===== src/rtl/apb_pkg.sv =====
// ---------------------------------------------------------------------------
// apb_pkg
// Shared definitions for the APB round-robin arbiter slice.
//   apb_state_e    : APB master sequencing states (IDLE -> SETUP -> ACCESS)
//   APB_ADDR_WIDTH : default APB address width
//   APB_DATA_WIDTH : default APB data width
//   APB_TIMEOUT    : default number of ACCESS cycles allowed before abort
// ---------------------------------------------------------------------------
package apb_pkg;

    typedef enum logic [1:0] {
        IDLE   = 2'd0,
        SETUP  = 2'd1,
        ACCESS = 2'd2
    } apb_state_e;

    localparam int APB_ADDR_WIDTH = 32;
    localparam int APB_DATA_WIDTH = 32;
    localparam int APB_TIMEOUT    = 16;

endpackage


===== src/rtl/apb_rr_arbiter_rr_pick.sv =====
// ---------------------------------------------------------------------------
// rr_pick
// Combinational round-robin picker: rotate the request vector so the pointer
// position lands on bit 0, take the lowest set bit, then rotate the one-hot
// result back into client order.
// Ports:
//   req   in  NUM_REQ  request vector
//   ptr   in  PTR_W    highest-priority client index
//   grant out NUM_REQ  one-hot grant (all zero when no request)
//   idx   out PTR_W    index of the granted client
//   any   out 1        at least one request present
// ---------------------------------------------------------------------------
module rr_pick #(
    parameter int NUM_REQ = 4,
    parameter int PTR_W   = $clog2(NUM_REQ)
) (
    input  logic [NUM_REQ-1:0] req,
    input  logic [PTR_W-1:0]   ptr,
    output logic [NUM_REQ-1:0] grant,
    output logic [PTR_W-1:0]   idx,
    output logic               any
);

    logic [2*NUM_REQ-1:0] req_dbl;
    logic [2*NUM_REQ-1:0] gnt_dbl;
    logic [NUM_REQ-1:0]   req_rot;
    logic [NUM_REQ-1:0]   gnt_rot;
    logic [PTR_W-1:0]     rot_idx;
    logic [PTR_W:0]       idx_sum;

    // Doubling the vector turns a rotate into a plain shift; the descending
    // loop lets the lowest rotated position (closest to the pointer) win.
    always_comb begin
        req_dbl = {req, req} >> ptr;
        req_rot = req_dbl[NUM_REQ-1:0];
        gnt_rot = '0;
        rot_idx = '0;
        for (int i = NUM_REQ - 1; i >= 0; i--) begin
            if (req_rot[i]) begin
                gnt_rot    = '0;
                gnt_rot[i] = 1'b1;
                rot_idx    = PTR_W'(i);
            end
        end
        gnt_dbl = {gnt_rot, gnt_rot} << ptr;
        grant   = gnt_dbl[2*NUM_REQ-1:NUM_REQ];
        idx_sum = {1'b0, ptr} + {1'b0, rot_idx};
        if (idx_sum >= (PTR_W+1)'(NUM_REQ)) begin
            idx = PTR_W'(idx_sum - (PTR_W+1)'(NUM_REQ));
        end else begin
            idx = idx_sum[PTR_W-1:0];
        end
        any = |req;
    end

endmodule


===== src/rtl/apb_rr_arbiter.sv =====
// ---------------------------------------------------------------------------
// apb_rr_arbiter
// APB master shared round-robin between NUM_REQ clients. A winning request is
// captured, sequenced through SETUP/ACCESS, and the response is routed back
// to the client that won. Stalled ACCESS phases are aborted with an error.
// Ports:
//   clk, rst                 clock, synchronous active-high reset
//   req_valid/req_write      per-client request and direction
//   req_addr/wdata/strobe    packed per-client transfer fields
//   req_ready                one-hot pulse when a request is captured
//   rsp_valid                one-hot pulse when the transfer finishes
//   rsp_rdata/rsp_slverr     response data and error, valid with rsp_valid
//   psel/penable/pwrite      APB controls
//   ptrnsfr                  another transfer is pending during ACCESS
//   paddr/pwdata/pstrb       APB transfer fields
//   pready/pslverr/prdata    APB slave response
// ---------------------------------------------------------------------------
module apb_rr_arbiter
    import apb_pkg::*;
#(
    parameter int NUM_REQ    = 4,
    parameter int ADDR_WIDTH = APB_ADDR_WIDTH,
    parameter int DATA_WIDTH = APB_DATA_WIDTH,
    parameter int STRB_WIDTH = DATA_WIDTH / 8,
    parameter int TIMEOUT    = APB_TIMEOUT
) (
    input  logic                          clk,
    input  logic                          rst,
    input  logic [NUM_REQ-1:0]            req_valid,
    input  logic [NUM_REQ-1:0]            req_write,
    input  logic [NUM_REQ*ADDR_WIDTH-1:0] req_addr,
    input  logic [NUM_REQ*DATA_WIDTH-1:0] req_wdata,
    input  logic [NUM_REQ*STRB_WIDTH-1:0] req_strobe,
    output logic [NUM_REQ-1:0]            req_ready,
    output logic [NUM_REQ-1:0]            rsp_valid,
    output logic [DATA_WIDTH-1:0]         rsp_rdata,
    output logic                          rsp_slverr,
    output logic                          psel,
    output logic                          penable,
    output logic                          pwrite,
    output logic                          ptrnsfr,
    output logic [ADDR_WIDTH-1:0]         paddr,
    output logic [DATA_WIDTH-1:0]         pwdata,
    output logic [STRB_WIDTH-1:0]         pstrb,
    input  logic                          pready,
    input  logic                          pslverr,
    input  logic [DATA_WIDTH-1:0]         prdata
);

    localparam int PTR_W = $clog2(NUM_REQ);
    localparam int CNT_W = $clog2(TIMEOUT) + 1;
    localparam logic [CNT_W-1:0] TO_LAST = CNT_W'(TIMEOUT - 1);

    apb_state_e         state;
    logic [PTR_W-1:0]   ptr;
    logic [CNT_W-1:0]   to_cnt;
    logic [NUM_REQ-1:0] cap_grant;
    logic [NUM_REQ-1:0] pick_grant;
    logic [PTR_W-1:0]   pick_idx;
    logic               pick_any;
    logic               do_capture;

    rr_pick #(
        .NUM_REQ (NUM_REQ),
        .PTR_W   (PTR_W)
    ) u_pick (
        .req   (req_valid),
        .ptr   (ptr),
        .grant (pick_grant),
        .idx   (pick_idx),
        .any   (pick_any)
    );

    // A new request is taken from IDLE, or back-to-back when the current
    // transfer completes normally (a timeout always falls back to IDLE).
    assign do_capture = pick_any &&
                        ((state == IDLE) || ((state == ACCESS) && pready));

    assign ptrnsfr = (state == ACCESS) && (|req_valid);

    // Capture registers double as the APB field outputs, so they only change
    // on the edge into SETUP and stay stable through the whole transfer.
    always_ff @(posedge clk) begin
        if (rst) begin
            pwrite    <= 1'b0;
            paddr     <= '0;
            pwdata    <= '0;
            pstrb     <= '0;
            cap_grant <= '0;
            req_ready <= '0;
            ptr       <= '0;
        end else begin
            req_ready <= '0;
            if (do_capture) begin
                pwrite    <= req_write[pick_idx];
                paddr     <= req_addr[pick_idx*ADDR_WIDTH +: ADDR_WIDTH];
                pwdata    <= req_wdata[pick_idx*DATA_WIDTH +: DATA_WIDTH];
                pstrb     <= req_strobe[pick_idx*STRB_WIDTH +: STRB_WIDTH];
                cap_grant <= pick_grant;
                req_ready <= pick_grant;
                ptr       <= (pick_idx == PTR_W'(NUM_REQ - 1)) ? '0
                                                               : PTR_W'(pick_idx + 1'b1);
            end
        end
    end

    // APB sequencing, timeout counting and the registered response pulse.
    // pready is tested before the timeout so a completion on the last
    // allowed cycle is still reported as a normal transfer.
    always_ff @(posedge clk) begin
        if (rst) begin
            state      <= IDLE;
            psel       <= 1'b0;
            penable    <= 1'b0;
            to_cnt     <= '0;
            rsp_valid  <= '0;
            rsp_rdata  <= '0;
            rsp_slverr <= 1'b0;
        end else begin
            rsp_valid  <= '0;
            rsp_rdata  <= '0;
            rsp_slverr <= 1'b0;
            case (state)
                IDLE: begin
                    if (pick_any) begin
                        state   <= SETUP;
                        psel    <= 1'b1;
                        penable <= 1'b0;
                    end
                end
                SETUP: begin
                    state   <= ACCESS;
                    penable <= 1'b1;
                    to_cnt  <= '0;
                end
                ACCESS: begin
                    if (pready) begin
                        rsp_valid  <= cap_grant;
                        rsp_rdata  <= pwrite ? '0 : prdata;
                        rsp_slverr <= pslverr;
                        penable    <= 1'b0;
                        if (pick_any) begin
                            state <= SETUP;
                        end else begin
                            state <= IDLE;
                            psel  <= 1'b0;
                        end
                    end else if (to_cnt == TO_LAST) begin
                        rsp_valid  <= cap_grant;
                        rsp_slverr <= 1'b1;
                        state      <= IDLE;
                        psel       <= 1'b0;
                        penable    <= 1'b0;
                    end else begin
                        to_cnt <= to_cnt + 1'b1;
                    end
                end
                default: begin
                    state   <= IDLE;
                    psel    <= 1'b0;
                    penable <= 1'b0;
                end
            endcase
        end
    end

endmodule


===== config.mk =====
export PLATFORM = sky130hd
export DESIGN_NAME = apb_rr_arbiter
export DESIGN_NICKNAME = d
export VERILOG_FILES = /design/src/rtl/apb_pkg.sv /design/src/rtl/apb_rr_arbiter_rr_pick.sv /design/src/rtl/apb_rr_arbiter.sv
export SDC_FILE = /design/constraint.sdc
export NUM_CORES = 1
export LEC_CHECK = 0
export CAP_MARGIN = 10
export CELL_PAD_IN_SITES_DETAIL_PLACEMENT = 0
export CELL_PAD_IN_SITES_GLOBAL_PLACEMENT = 1
export CORE_AREA = 3 3 168 170
export CTS_CLUSTER_SIZE = 20
export DETAILED_ROUTE_END_ITERATION = 8
export DIE_AREA = 0 0 171 173
export DONT_BUFFER_PORTS = 1
export PLACE_DENSITY = 0.54
export SYNTH_ARGS = -nofsm -noshare
export SYNTH_HDL_FRONTEND = slang
export SYNTH_HIERARCHICAL = 1
export SYNTH_SLANG_ARGS = --single-unit

===== constraint.sdc =====
create_clock -name clk -period 5.3 [get_ports clk]
set_input_delay 0.795 -clock clk [delete_from_list [all_inputs] [get_ports clk]]
set_output_delay 0.795 -clock clk [all_outputs]
set_load 0.03 [all_outputs]

After elaboration in Yosys (flattened, before gate mapping)
Index checks and enable logic that the tools add are counted.
{ "op_classes": {"n_addsub": 4, "n_lt_le_gt_ge": 2, "eq_ne": 9, "shift": 5, "mux": 32, "n_bitwise": 4, "reduce_logical": 13} }
{ "op_table": {"columns": ["cell", "n"], "rows": [
  ["$shiftx A128 B8 Y32", 2],
  ["$mux W4", 6],
  ["$mux W2", 9],
  ["$shiftx A16 B5 Y4", 1],
  ["$mux W1", 10],
  ["$mux W5", 2],
  ["$pmux W5 S2", 1],
  ["$reduce_or A4 Y1", 2],
  ["$shl A8 B2 Y8", 1],
  ["$shr A8 B2 Y4", 1],
  ["$ne A2 B2 Y1 const B", 3],
  ["$pmux W1 S3", 2],
  ["$pmux W2 S3", 1],
  ["$add A5 B1 Y5 const B", 1],
  ["$eq A5 B4 Y1 const B", 1],
  ["$eq A2 B2 Y1 const B", 2],
  ["$not A1 Y1", 4],
  ["$reduce_and A4 Y1", 1],
  ["$reduce_or A2 Y1", 2],
  ["$add A2 B2 Y3", 1],
  ["$ge A3 B3 Y1 const B", 1],
  ["$logic_and A1 B1 Y1", 3],
  ["$lt A2 B3 Y1 const B", 1],
  ["$ne A3 B2 Y1 const B", 1],
  ["other kinds (10)", 10]
]} }
{ "totals": {"ff_bits": 125, "wordCells": 83} }

Longest topological paths before layout
Gate-level depths: netlist (run 1).
{ "logic_depth": {"word_depth": 10, "mapped_depth": 13} }

Modules after synthesis
The synthesis (run 1) kept the hierarchy.
{ "modules_own_cells": {"columns": ["mod", "instances", "cells_per_inst", "area_per_inst_um2"], "rows": [
  ["apb_rr_arbiter", 1, 391, 5393.9],
  ["rr_pick", 1, 45, 296.5]
]} }

Worst setup path before layout (run 1)
OpenSTA, ideal clock, no wires.
{ "synth_path": {"kind": "input to register", "start": "input port req_valid[3]", "end": "register paddr[21]", "setup_time_ns": 0.117, "arrival_ns": 3.142, "required_ns": 5.183, "setup_slack_ns": 2.041, "cell_stages": 13, "n_path_buf": 4, "cell_sequence": "buf_4 -> nor2b_1 -> a21oi_1 -> o22ai_1 -> o21a_1 -> ha_1 -> xor2_1 -> xnor2_1 -> buf_2 -> buf_2 -> clkbuf_1 -> mux4_2 -> a22o_1"} }
{ "synth_via": {"elab_chain_cells": 9, "word_cells_on_any_way": 12} }
{ "synth_lines": {"columns": ["item", "line", "text"], "rows": [
  ["from (decl)", "apb_rr_arbiter.sv:29", "input logic [NUM_REQ-1:0] req_valid,"],
  ["$shr A8 B2 Y4 (*)", "apb_rr_arbiter_rr_pick.sv:34", "req_dbl = {req, req} >> ptr;"],
  ["$mux W2 (3 in a row)", "apb_rr_arbiter_rr_pick.sv:39", "if (req_rot[i]) begin"],
  ["$mux W2 (*)", "apb_rr_arbiter_rr_pick.sv:39", null],
  ["$add A2 B2 Y3 (*)", "apb_rr_arbiter_rr_pick.sv:47", "idx_sum = {1'b0, ptr} + {1'b0, rot_idx};"],
  ["$ge A3 B3 Y1 / $sub A2 B1 Y2 (equally long branches)", "apb_rr_arbiter_rr_pick.sv:48, apb_rr_arbiter_rr_pick.sv:49", null],
  ["$mux W2 (*)", "apb_rr_arbiter_rr_pick.sv:48", "if (idx_sum >= (PTR_W+1)'(NUM_REQ)) begin"],
  ["net pick_idx[1]", "apb_rr_arbiter.sv:59", "logic [PTR_W-1:0] pick_idx;"],
  ["$shiftx A128 B8 Y32 (*)", "apb_rr_arbiter.sv:96", "paddr <= req_addr[pick_idx*ADDR_WIDTH +: ADDR_WIDTH];"],
  ["to (signal assigned)", "apb_rr_arbiter.sv:96", null],
  ["to (decl)", "apb_rr_arbiter.sv:42", "output logic [ADDR_WIDTH-1:0] paddr,"]
]} }
Mark *: on every way through the listed nets, which the timed path passes. The rest lies on a longest branch.
A chain may end at the register's enable or synchronous reset.

Worst setup path after layout (run 1)
{ "layout_path": {"start": "register ptr[1]", "end": "register pstrb[3]"} }
{ "layout_via": {"elab_chain_cells": 9, "word_cells_on_any_way": 10} }
{ "layout_lines": {"columns": ["item", "line", "text"], "rows": [
  ["from (decl)", "apb_rr_arbiter.sv:55", "logic [PTR_W-1:0] ptr;"],
  ["from (signal assigned)", "apb_rr_arbiter.sv:101", "ptr <= (pick_idx == PTR_W'(NUM_REQ - 1)) ? '0"],
  ["$shr A8 B2 Y4", "apb_rr_arbiter_rr_pick.sv:34", null],
  ["$mux W2 (4 in a row)", "apb_rr_arbiter_rr_pick.sv:39", null],
  ["$add A2 B2 Y3 (*)", "apb_rr_arbiter_rr_pick.sv:47", null],
  ["$ge A3 B3 Y1 / $sub A2 B1 Y2 (equally long branches)", "apb_rr_arbiter_rr_pick.sv:48, apb_rr_arbiter_rr_pick.sv:49", null],
  ["$mux W2 (*)", "apb_rr_arbiter_rr_pick.sv:48", null],
  ["net pick_idx[0]", "apb_rr_arbiter.sv:59", null],
  ["$shiftx A16 B5 Y4 (*)", "apb_rr_arbiter.sv:98", "pstrb <= req_strobe[pick_idx*STRB_WIDTH +: STRB_WIDTH];"],
  ["to (signal assigned)", "apb_rr_arbiter.sv:98", null],
  ["to (decl)", "apb_rr_arbiter.sv:44", "output logic [STRB_WIDTH-1:0] pstrb,"]
]} }
Marked as above.

==> impl_results.md, run 1 <==
* Final Hold Vio Count at 0
* # IOs at 429
* Synth Warn # at 6
* Total gr overflow at 0
* Layout cells sized above 1 at 0.263
* DRC errors left at 0
* Clock Path Buffers at 2
* DRT Pass-1 Iters at 4
* Gr usage total at 0.130
* Starting Density at 0.212
* Post-CTS resize count at 0
* CP arrival at 3.94 ns
* Global-route wire length before repair at 28600 microns
* Port buffer count at 0
* Synth Register Bits at 124
* CP max FO at 53
* Status: complete, no violations
* Crit path time final at 3.64 ns
* Syn-to-layout area delta at 15.8%
* Setup TNS Final at 0 ns
* Via count at 4037
* Worst-path clk slew at 0.07 ns
* Mapped cell area at 5690 sq um
* Die width at 171 microns
* Max VDD drop at 0.000406 V
* Combinational fraction of design power at 0.392
* Req. time, crit path at 5.60 ns
* Crit Path Category: reg -> reg
* DPL Wire Length at 15500 microns
* Nets at 736
* P_leak at 2.37 nW
* Switching part of the total power at 0.400
* Skew final at 0.0153 ns
* Crit end category: flip-flop
* Slowest stage delay, CP at 0.88 ns
* RSZ-0062 raised after global routing: false
* Die Y at 173 microns
* Initial antenna violation count at 9
* CTS buffer count at 17
* Slew HR at 0.293
* Int Pwr at 2.86 mW
* Setup Viol. Count Final at 0
* Max-cap violations at 0
* DRT Wirelength at 20300 microns
* Post-route ant nets at 0
* Sequence of cells on the critical path: nand2_1 > a2bb2oi_1 > o221ai_1 > o21a_1 > ha_4 > buf_4 > mux4_2 > a22o_1
* Yosys cell types at 43
* Critical path startpoint category: flip-flop
* Commonest non-fill, non-tap cell in the layout: dfxtp_1
* Tightest Pin Transition at 1.06 ns
* Rows at 60
* Cell area power density at 723 nW/um^2
* Synth Area per Inst at 13.1 sq um
* Post-Syn Nets at 756
* H-tree levels at 4
* Max Slew Vio Count at 0
* Max Clk Rate at 275 MHz
* Clk sink count at 124
* Vias in the first global route at 4177
* Setup bufs post-CTS at 0
* Worst skew pair latency at 0.41 ns
* Slowest-stage cell, CP: ha_4
* Initial DRC count at 306
* Synth Instances at 436
* Routed len/inst at 26.0 microns
* Worst hold slack at 0.450 ns
* Net Sw Power at 1.91 mW
* Die area at 29600 sq um
* Root Buffer: clkbuf_16
* Clock power frac at 0.242
* Via-to-Cell Ratio at 5.18
* Seq/Total Area, Yosys at 0.436
* TritonCTS clock tree: built
* Largest net degree at the start of global routing at 81
* Core footprint at 26900 sq um
* Final Cycle Share at 0.686
* Routability cong. at 0.886
* Commonest non-fill, non-tap cells in the layout: dfxtp_1 (124), a22o_1 (75), mux4_2 (69), and2_1 (41), clkbuf_16 (17)
* Number of hold buffers added after cts at 0
* Worst Hold Class: in -> reg
* Seq pwr share at 0.366
[state kept, by name, summed over array words and instances (netlist names)]
register and count:
ptr 2, state 1, psel 1, rsp_slverr 1, rsp_rdata 32, pstrb 4
penable 1, paddr 32, to_cnt 5, pwdata 32, rsp_valid 4, pwrite 1
req_ready 4, cap_grant 4
[through the flow]
step,std cells,setup WS [ns],utilization,power [mW],instance area (sq um)
after floorplan,436,2.04,-,3.30,5690
after detailed placement,737,1.48,0.222,3.66,5980
final,779,1.66,0.245,4.76,6590
after CTS,769,1.63,0.244,4.85,6550
after global placement,737,1.63,0.222,3.61,5980
after global routing,773,1.36,0.245,5.04,6570
[kinds of logic (layout without fill, tap and decap cells)]
family / count (synthesis) / count (layout) / synth area share
AOI/OAI and AO/OA: 105 / 105 / 0.149
muxes: 70 / 70 / 0.275
DFF: 124 / 124 / 0.436
buffers and inverters: 50 / 43 / 0.0409
adders and majority gates: 4 / 4 / 0.00880
and+or+nand+nor: 81 / 81 / 0.0871
other: 0 / 9 / 0
xor gates and xnor gates: 2 / 2 / 0.00308
[path summary, 6_finish.rpt]
| kind | startpoint | end | slack (ns) | cells after the start |
|---|---|---|---|---|
| worst min register to register | cap_grant[1] | rsp_valid[1] | 0.46 | 1 |
| worst max-delay path | ptr[1] | pstrb[3] | 1.66 | 8 |
| worst min-delay path | rst | psel | 0.45 | 1 |
| worst max register to register | ptr[1] | pstrb[3] | 1.66 | 8 |
[metal layers]
layer / share of wire / wire length [microns] / GRT usage
met3: 0.12 / 2350 / 0.0690
met2: 0.48 / 9750 / 0.202
met5: 0.0030 / 60 / 0
met4: 0.011 / 226 / 0.0416
met1: 0.39 / 7900 / 0.156
[final cells by class]
| cell class | instances | area, sq um |
|---|---|---|
| multi-input combinational | 262 | 3020 |
| clock inverter | 15 | 150 |
| clock buffer | 17 | 425 |
| inverter | 6 | 22.5 |
| fill | 2799 | 20300 |
| timing repair buffer | 5 | 41.3 |
| tap | 341 | 427 |
| sequential | 124 | 2480 |
| antenna | 9 | 22.5 |
[synthesized netlist by cell type (all sizes together)]
master / number / area [sq um]
and2b: 2 / 15.0
nor2: 5 / 18.8
nand2b: 7 / 46.3
o21bai: 1 / 7.51
o21ai: 4 / 20.0
nand3: 4 / 20.0
o22a: 1 / 8.76
a22o: 75 / 657
inv: 6 / 22.5
xnor2: 1 / 8.76
nand2: 6 / 22.5
a21boi: 1 / 7.51
a2bb2oi: 1 / 8.76
a21oi: 14 / 70.1
buf: 22 / 126
or4: 1 / 7.51
o22ai: 2 / 12.5
clkbuf: 22 / 83.8
o211a: 1 / 10.0
or2b: 1 / 7.51
dfxtp: 124 / 2480
or4b: 1 / 10.0
or3: 2 / 12.5
nor3: 3 / 15.0
and3b: 1 / 8.76
nor2b: 2 / 12.5
and3: 2 / 12.5
nor4: 1 / 6.26
ha: 4 / 50.1
o221ai: 1 / 8.76
o21a: 2 / 15.0
xor2: 1 / 8.76
nor4b: 2 / 23.8
mux2i: 1 / 10.0
a311oi: 1 / 15.0
a21o: 1 / 7.51
and2: 41 / 257
mux4: 69 / 1550
[power groups by stage]
stage               Sequential, mW  Clock (mW)  Combinational [mW]
CTS                           1.75        1.21                1.90
global route                  1.77        1.24                2.02
global placement              1.77           0                1.83
floorplan                     1.65           0                1.65
detailed placement            1.77           0                1.89
finish                        1.74        1.15                1.87
[critical path, delay by kind of cell (launching register included)]
family | cells | cell delay [ns]
mux | 1 | 0.56
fa+ha+maj | 1 | 0.88
buf+inv | 1 | 0.49
simple gates | 1 | 0.13
flops | 1 | 0.60
compound gates | 4 | 0.77
No activity file was read; power rests on OpenSTA's default activity.
==> run 2, diff against run 1 <==
PLACE_DENSITY = 0.55   (was 0.54)
clock period = 3.2 ns   (was 5.3 ns; I/O delays follow)
==> impl_results.md, run 2 (synthesis gave the netlist of run 1 again) <==
* Final Total Pwr at 8.03 mW (+69%)
* Gr usage total at 0.127 (-0.00328)
* Max-cap violations at 0 (unchanged)
* Critical path startpoint category: flip-flop
* Max Clk Rate at 353 MHz (+28%)
* Via-to-Cell Ratio at 5.09 (-1.7%)
* Slowest-stage cell, CP: dfxtp_1
* Clock Path Buffers at 2 (unchanged)
* Number of hold buffers added after cts at 0 (unchanged)
* Rows at 60 (unchanged)
* Crit Path Category: reg -> reg
* Area post-placement at 6050 sq um (+1.1%)
* Worst-path clk slew at 0.06 ns (about the same)
* Slowest stage delay, CP at 0.58 ns (-0.30 ns)
* Worst Setup SP: ptr[1]
* Worst hold slack at 0.142 ns (-0.308 ns)
* DRT Wirelength at 19500 microns (-4.0%)
* Clk sink count at 124 (unchanged)
* P_leak at 2.41 nW (+2.0%)
* # IOs at 429 (unchanged)
* Commonest non-fill, non-tap cells in the layout: dfxtp_1 (124), a22o_1 (75), mux4_2 (69), and2_1 (41), clkbuf_16 (17)
* Routability cong. at 0.841 (-5.1%)
* Die width at 171 microns (unchanged)
* Via count at 3969 (-1.7%)
* H-tree levels at 4 (unchanged)
* Die area at 29600 sq um (unchanged)
* Skew final at 0.0148 ns (-0.000477 ns)
* Setup Viol. Count Final at 0 (unchanged)
* Setup bufs post-CTS at 0 (unchanged)
* Starting Density at 0.212 (unchanged)
* Crit path time final at 2.83 ns (-0.804 ns)
* Final Hold Vio Count at 0 (unchanged)
* Largest registers: paddr: 32 flops, pwdata: 32 flops, rsp_rdata: 32 flops
* Status: complete, no violations
* Die Y at 173 microns (unchanged)
* Fin area at 6670 sq um (+1.3%)
* Worst Hold Class: in -> reg
* TritonCTS clock tree: built
* DRT Pass-1 Iters at 4 (unchanged)
* Uppermost layer routed: met5
* Total gr overflow at 0 (unchanged)
* Final Cycle Share at 0.885 (+0.199)
* CP max FO at 70 (+32%)
* FF-to-FF Start: ptr[1]
* Port buffer count at 0 (unchanged)
* Length of routed met2 wiring at 9350 microns (-4.1%)
* Slew HR at 0.399 (+0.106)
* Worst skew pair latency at 0.42 ns (about the same)
* Initial DRC count at 285 (-6.9%)
* CTS buffer count at 17 (unchanged)
* R2R Setup Slk at 0.37 ns (-1.30 ns)
* RSZ-0062 raised after global routing: false
* Wire length on met3 at 1840 microns (-22%)
* Sequence of cells on the critical path: nand2_1 > a2bb2oi_1 > o221ai_1 > o21a_1 > ha_4 > xor2_1 > xnor2_2 > buf_12 > mux4_2 > a22o_1
* Req. time, crit path at 3.50 ns (-2.10 ns)
* Root Buffer: clkbuf_16
* HP Start: rst
* Syn-to-layout area delta at 17.3%
* Core footprint at 26900 sq um (unchanged)
* DPL Wire Length at 15400 microns (-0.53%)
* Post-CTS resize count at 0 (unchanged)
* Setup TNS Final at 0 ns (unchanged)
* Commonest non-fill, non-tap cell in the layout: dfxtp_1
* Max Slew Vio Count at 0 (unchanged)
* Tightest Pin Transition at 0.902 ns (-0.158 ns)
* Global-route wire length before repair at 28100 microns (-1.9%)
* Initial antenna violation count at 6 (-3)
* M1 wire length at 7890 microns (-0.11%)
* Largest net degree at the start of global routing at 81 (unchanged)
* Routed len/inst at 25.0 microns (-4.0%)
* Max VDD drop at 0.000580 V (+43%)
* Post-route ant nets at 0 (unchanged)
* Layout cells sized above 1 at 0.269 (+0.00512)
* Nets at 739 (+0.41%)
* DRC errors left at 0 (unchanged)
* Vias in the first global route at 4211 (+0.81%)
* Fin util at 0.248 (+0.00321)
* CP arrival at 3.13 ns (-0.81 ns)
* Crit end category: flip-flop
* Cell area power density at 1200 nW/um^2 (+67%)
[run 2: path summary, 6_finish.rpt]
path / to / depth (start not counted)
worst max-delay path: paddr[9] / 10
worst min-delay path: to_cnt[4] / 1
worst max register to register: paddr[9] / 10
worst min register to register: to_cnt[4] / 2
[run 2: layout make-up]
cell class / count / area (sq um)
Tap cell: 341 / 427
Sequential cell: 124 / 2480
Antenna cell: 6 / 15.0
Clock buffer: 17 / 425
Clock inverter: 15 / 188
Multi-Input combinational cell: 262 / 3020
Fill cell: 2819 / 20200
Inverter: 6 / 22.5
Timing Repair Buffer: 8 / 97.6
[run 2: stage by stage]
stage | worst slack, ns | cells
global route | 0.154 | 775
detailed placement | 0.347 | 741
global placement | 0.392 | 741
finish | 0.367 | 779
floorplan | 0.256 | 436
CTS | 0.349 | 773
[run 2: critical path, delay by kind of cell (launching register included)]
| kind | cells | cell delay [ns] |
|---|---|---|
| AND/OR/NAND/NOR | 1 | 0.13 |
| multiplexers | 1 | 0.43 |
| buffers and inverters | 1 | 0.31 |
| flip-flops | 1 | 0.58 |
| XOR/XNOR | 2 | 0.39 |
| AO/OA/AOI/OAI | 4 | 0.65 |
| adder cells (fa/ha/maj) | 1 | 0.16 |
[run 2: layer usage]
metal  track usage  vias to the layer above
met5             0                        -
met4        0.0406                        8
met3        0.0535                       25
met2         0.199                      247
met1         0.159                     2014
li1              -                     1675
[run 2: power breakdown]
group	internal, mW	total, mW	leakage [nW]	switching (mW)
Combinational	1.85	3.14	1.10	1.29
Sequential	1.90	2.87	1.02	0.968
Clock	1.24	2.02	0.297	0.782
Total	4.99	8.03	2.41	3.04
